`src/rtl/sop_pkg.sv`:
```
// Shared constants and helpers for the sum-of-products datapath blocks.
package sop_pkg;

    localparam int DEFAULT_WIDTH = 4;

    // Bits needed to count 0..depth valid stages.
    function automatic int OCC_W(input int depth);
        return $clog2(depth + 1);
    endfunction

endpackage

```
`src/rtl/sop_pipe_stage.sv`:
```
// One elastic pipeline slot: a valid bit plus a data word, loaded when the slot may advance.
module sop_pipe_stage
    import sop_pkg::*;
#(
    parameter int WIDTH = DEFAULT_WIDTH
) (
    input  logic             clk,
    input  logic             rst,
    input  logic             clear,
    input  logic             load,
    input  logic             src_valid,
    input  logic [WIDTH-1:0] src_data,
    output logic             v,
    output logic [WIDTH-1:0] d
);

    // Data only moves with a real beat, so an empty load leaves the old word in place.
    always_ff @(posedge clk) begin
        if (rst) begin
            v <= 1'b0;
            d <= '0;
        end else if (clear) begin
            v <= 1'b0;
        end else if (load) begin
            v <= src_valid;
            if (src_valid) begin
                d <= src_data;
            end
        end
    end

endmodule

```
`src/rtl/sop_pipe_chain.sv`:
```
// Stallable DEPTH-stage register chain with valid/ready handshake, bubble collapse,
// synchronous flush and occupancy count.
module sop_pipe_chain
    import sop_pkg::*;
#(
    parameter int WIDTH = DEFAULT_WIDTH,
    parameter int DEPTH = 2
) (
    input  logic                      clk,
    input  logic                      rst,
    input  logic                      flush,
    input  logic                      in_valid,
    input  logic [WIDTH-1:0]          in_data,
    output logic                      in_ready,
    output logic                      out_valid,
    output logic [WIDTH-1:0]          out_data,
    input  logic                      out_ready,
    output logic [OCC_W(DEPTH)-1:0]   occupancy
);

    localparam int OW = OCC_W(DEPTH);

    logic [DEPTH-1:0] v;
    logic [WIDTH-1:0] d [DEPTH];
    logic [DEPTH:0]   rdy;
    logic [OW-1:0]    occ;

    // A stage may advance when it is empty or everything ahead of it will move.
    always_comb begin
        rdy        = '0;
        rdy[DEPTH] = out_ready;
        for (int i = DEPTH - 1; i >= 0; i--) begin
            rdy[i] = ~v[i] | rdy[i + 1];
        end
    end

    always_comb begin
        occ = '0;
        for (int i = 0; i < DEPTH; i++) begin
            occ = occ + OW'(v[i]);
        end
    end

    for (genvar i = 0; i < DEPTH; i++) begin : g_stage
        logic             src_valid;
        logic [WIDTH-1:0] src_data;

        if (i == 0) begin : g_head
            assign src_valid = in_valid;
            assign src_data  = in_data;
        end else begin : g_body
            assign src_valid = v[i - 1];
            assign src_data  = d[i - 1];
        end

        sop_pipe_stage #(
            .WIDTH(WIDTH)
        ) u_stage (
            .clk      (clk),
            .rst      (rst),
            .clear    (flush),
            .load     (rdy[i]),
            .src_valid(src_valid),
            .src_data (src_data),
            .v        (v[i]),
            .d        (d[i])
        );
    end

    assign in_ready  = rdy[0] & ~flush;
    assign out_valid = v[DEPTH - 1];
    assign out_data  = d[DEPTH - 1];
    assign occupancy = occ;

endmodule

```
`config.mk`:
```
export PLATFORM = sky130hd
export DESIGN_NAME = sop_pipe_chain
export DESIGN_NICKNAME = d
export VERILOG_FILES = /design/src/rtl/sop_pkg.sv /design/src/rtl/sop_pipe_stage.sv /design/src/rtl/sop_pipe_chain.sv
export SDC_FILE = /design/constraint.sdc
export NUM_CORES = 1
export LEC_CHECK = 0
export BUFFER_PORTS_ARGS = -buffer_cell sky130_fd_sc_hd__buf_2
export CAP_MARGIN = 5
export CORE_MARGIN = 2
export CORE_UTILIZATION = 34
export CTS_CLUSTER_DIAMETER = 50
export DETAILED_ROUTE_END_ITERATION = 8
export SETUP_SLACK_MARGIN = 0.3
export SYNTH_ARGS = -nofsm -noshare
export SYNTH_HDL_FRONTEND = slang
export SYNTH_SLANG_ARGS = --single-unit
```
`constraint.sdc`:
```
create_clock -name clk -period 1.4 [get_ports clk]
set_input_delay 0.07 -clock clk [delete_from_list [all_inputs] [get_ports clk]]
set_output_delay 0.07 -clock clk [all_outputs]
set_load 0.02 [all_outputs]
```
# After elaboration in Yosys (flattened, before gate mapping)
# Cells that the tools add are included.
op_classes:
  n_addsub: 1
  n_bitwise: 6
  n_reduce_logical: 3
ops:
  columns: ["operator", "n"]
  rows:
  - ["3-bit AND reduction", 2]
  - ["1-bit inverter", 3]
  - ["1-bit by 1-bit adder with 2-bit output", 1]
  - ["1-bit OR", 2]
  - ["2-bit OR reduction", 1]
  - ["1-bit bitwise AND", 1]
word_totals:
  ff_bits: 10

# Longest topological paths before layout
depth:
  depth_word: 4
  depth_mapped: 4

# Modules after synthesis
# From an unflattened synthesis, not the netlist that was laid out.
unflattened:
  cells_unflattened: 46
  area_unflattened_um2: 503.0
modules_own_cells:
  columns: ["module", "n_inst", "cells_per_inst", "area_per_inst_um2"]
  rows:
  - ["sop_pipe_stage", 2, 21, 225.2]
  - ["sop_pipe_chain", 1, 4, 52.6]

# Least setup slack after synthesis
# OpenSTA, ideal clock, no wires.
synth_path:
  path_type: "register -> register"
  from: "register g_stage[1].u_stage.v"
  to: "register g_stage[0].u_stage.d[0]"
  setup_time_ps: 72
  t_arrival_ps: 1020
  t_required_ps: 1328
  slack_ps: 308
  path_stages_with_launch: 5
  synth_period_minus_slack_ps: 1092
  path_cell_list: "dfxtp_1 > nor2b_4 > buf_6 > a21oi_4 > mux2i_1"
synth_between:
  elab_chain_cells: 4
synth_lines:
  columns: ["item", "line", "rtl"]
  rows:
  - ["start, declared", "sop_pipe_stage.sv:13", "output logic v,"]
  - ["start signal, assigned", "sop_pipe_stage.sv:25", "v <= src_valid;"]
  - ["1-bit inverter", "sop_pipe_chain.sv:33", "rdy[i] = ~v[i] | rdy[i + 1];"]
  - ["1-bit OR (2 in series)", "sop_pipe_chain.sv:33", null]
  - ["3-bit AND reduction (no line)", null, null]
  - ["end signal, assigned", "sop_pipe_stage.sv:27", "d <= src_data;"]
  - ["end, declared", "sop_pipe_stage.sv:14", "output logic [WIDTH-1:0] d"]
# Every way passes these cells.
# A chain may end at the register's enable or synchronous reset.

# Worst setup path in the final report
layout_path:
  from: "register g_stage[0].u_stage.v"
  to: "output occupancy[0]"
layout_between:
  elab_chain_cells: 1
layout_lines:
  columns: ["item", "line", "rtl"]
  rows:
  - ["start, declared", "sop_pipe_stage.sv:13", null]
  - ["start signal, assigned", "sop_pipe_stage.sv:25", null]
  - ["1-bit by 1-bit adder with 2-bit output", "sop_pipe_chain.sv:40", "occ = occ + OW'(v[i]);"]
  - ["end, declared", "sop_pipe_chain.sv:18", "output logic [OCC_W(DEPTH)-1:0] occupancy"]
# Every way passes these cells.

==> metrics.txt <==
post-synthesis cell type count 15; die height 40.8 um; GP Congestion 0.640; Mapped Area 460 um2; worst path bufs/invs 1; H-tree Lvls 1; net count reported at finish 79; Synth Net Count 58; leading post-synthesis cells by cell area dfxtp_1 (43%), nand2b_1 (14%), mux2i_1 (8.7%); R2R Path Start g_stage[1].u_stage.v$_SDFFE_PP0P_; Fillers 134; Via Count 382; Worst-Margin Slew 202 ps; IO Pins 17; Worst Hold Class input pin to flip-flop; Post-synth EDFFs 0; area occupied by multi-input gates 245 um2; status completed; CP delay by family, top flip-flops; Post-Layout Cell Count 83; Critical Path Source g_stage[0].u_stage.v$_SDFFE_PP0P_; Max Clock Skew 1.87 ps; First DRT Iteration DRCs 2; root buffer cell clkbuf_4; unrepaired setup endpoints after global routing true; post-layout instance area 613 um2; crit share post-route 78.2%; post-synth top area cell dfxtp_1; final max-slew violation count 0; Antenna Cells 0; initial core utilization 35.8%; row cnt 13; Setup CP Type flip-flop to primary output; post-layout min period 1090 ps; static leakage 0.000263 uW; DP Wirelength 619 um; crit path to occupancy[0]; Pwr Density 1000 nW/um2; share of the synthesized area in the top cell type 43.5%; GRT Residual Overflow 0; Final Hold Fails 0; most frequent cells after synthesis dfxtp_1 (10), nand2b_1 (10), a21oi_1 (6); Final setup viols 0; critical path depth 2; CP max stage cell dfxtp_4; Port Buffer Count 16; Top FF cell, synth dfxtp_1; yosys warns 0; Clock Latency Late Sink 260 ps; setup TNS 0 ps; Vias/cell 4.60; critical path, cell by cell ha_1 > buf_6; setup slack, reg-to-reg 360 ps; via count of the first global-routing pass 359; antenna violations before repair 0; clock slew at reported path FFs 60 ps; register area 205 um2; Rel. slew slack 86.5%; Die X-Extent 40.8 um; DR WL/cell 10.1 um; placed cells 77; Pre-antenna DRT Iters 3; crit path max fanout 3; CORE AREA 1280 um2; post-route ant nets 0; post-synthesis sequential area ratio 43.5%; # DRC 0; Crit. End Element primary output; peak supply drop 0.000328 V; layout cells sized above 1 39.7%; synth-to-layout area growth 33.2%; CP required 1330 ps; Max Freq 914 MHz; Post-CTS Hold Fix Bufs 0; R2R cell count 4; slowest cell delay on critical path 350 ps; pin count of the biggest net entering global routing 15; #FFs+latches synth 10; Post-Syn Area per Cell 9.59 um2; global-route usage over all layers 13.0%; CTS Buffer Depth 2; Mapped Cells 48; CTS tree yes; Worst setup SP type flip-flop; Post-DP Area 544 um2; Hold Crit Depth 2; die area 1660 um2; CTS buffer count 3; clk sinks 10; first-pass GRT wire length 1.39 mm; Post-Route WL 837 um; MaxCap Viol Count 0; RR Endpoint g_stage[0].u_stage.d[3]$_SDFFE_PP0P_; Data arrival, critical path 1020 ps; ys async rst share 0%
==> worst min path at each step <==
stage,start,end,slack (ps)
final,flush,g_stage[0].u_stage.v$_SDFFE_PP0P_,40
after detailed placement,flush,g_stage[1].u_stage.v$_SDFFE_PP0P_,310
after global placement,flush,g_stage[1].u_stage.v$_SDFFE_PP0P_,310
after global routing,flush,g_stage[1].u_stage.v$_SDFFE_PP0P_,40
after floorplan,flush,g_stage[0].u_stage.v$_SDFFE_PP0P_,150
after CTS,flush,g_stage[0].u_stage.v$_SDFFE_PP0P_,20
==> metrics by stage <==
step | power, uW | hold WS (ps) | util (%) | worst slack [ps]
2_1_floorplan | 341 | 149 | - | 308
3_3_place_gp | 363 | 308 | 42.4 | 417
6_report | 614 | 36.4 | 47.7 | 306
5_1_grt | 652 | 41.0 | 47.7 | 267
4_1_cts | 628 | 22.9 | 47.2 | 294
3_5_place_dp | 363 | 308 | 42.4 | 411
==> timing repair <==
| item | CTS | global route |
|---|---|---|
| gates resized for setup | 5 | 2 |
| pin swaps | 0 | 1 |
| setup endpoints to repair | 3 | 6 |
| cloned | 0 | 0 |
| setup buffers | 2 | 0 |
==> cells in the final DEF (no fill, tap or decap) <==
cell      instances
dfxtp_4           1
ha_1              1
mux2i_1           4
nand3_1           4
a21oi_1           6
and2b_1           1
dfxtp_1           8
clkbuf_8          1
o21ai_0           4
nor2b_4           1
clkbuf_4          3
buf_4             2
nand2b_1         10
dfxtp_2           1
buf_2            14
or2b_2            1
a21oi_4           1
nor3_1            2
buf_6             2
nor2_1            1
==> power by group <==
| part | total (uW) | switching [uW] | internal (uW) |
|---|---|---|---|
| Sequential | 297 | 4.94 | 292 |
| Combinational | 64.1 | 31.8 | 32.2 |
| Clock | 253 | 95.1 | 158 |
| Total | 614 | 132 | 482 |
==> flip-flops by register name, summed over array words and instances, names as in the netlist <==
register / count
g_stage.u_stage.d: 8
g_stage.u_stage.v: 2
==> final cells by class <==
class                           count  share of cell area, %
Clock buffer                        4                   5.92
Timing Repair Buffer               18                   17.6
Sequential cell                    10                   33.5
Multi-Input combinational cell     36                   40.0
Tap cell                           15                   3.06
==> routing by layer <==
layer  global-route usage [%]  vias up  wire length [um]
li1                         -      206                 -
met1                     15.6      162               408
met2                     19.5       12               370
met3                     4.89        2                51
met4                     7.50        0                 6
met5                        0        -                 0
==> kinds of logic (layout without fill, tap and decap cells) <==
family / Yosys count / count (layout) / share of synthesized area (%)
multiplexers: 4 / 4 / 8.70
AND/OR/NAND/NOR: 20 / 20 / 27.4
AO/OA/AOI/OAI: 11 / 11 / 14.4
adder cells (fa/ha/maj): 1 / 1 / 2.72
buffers and inverters: 2 / 22 / 3.26
flip-flops: 10 / 10 / 43.5
No activity file was read; power rests on OpenSTA's default activity.
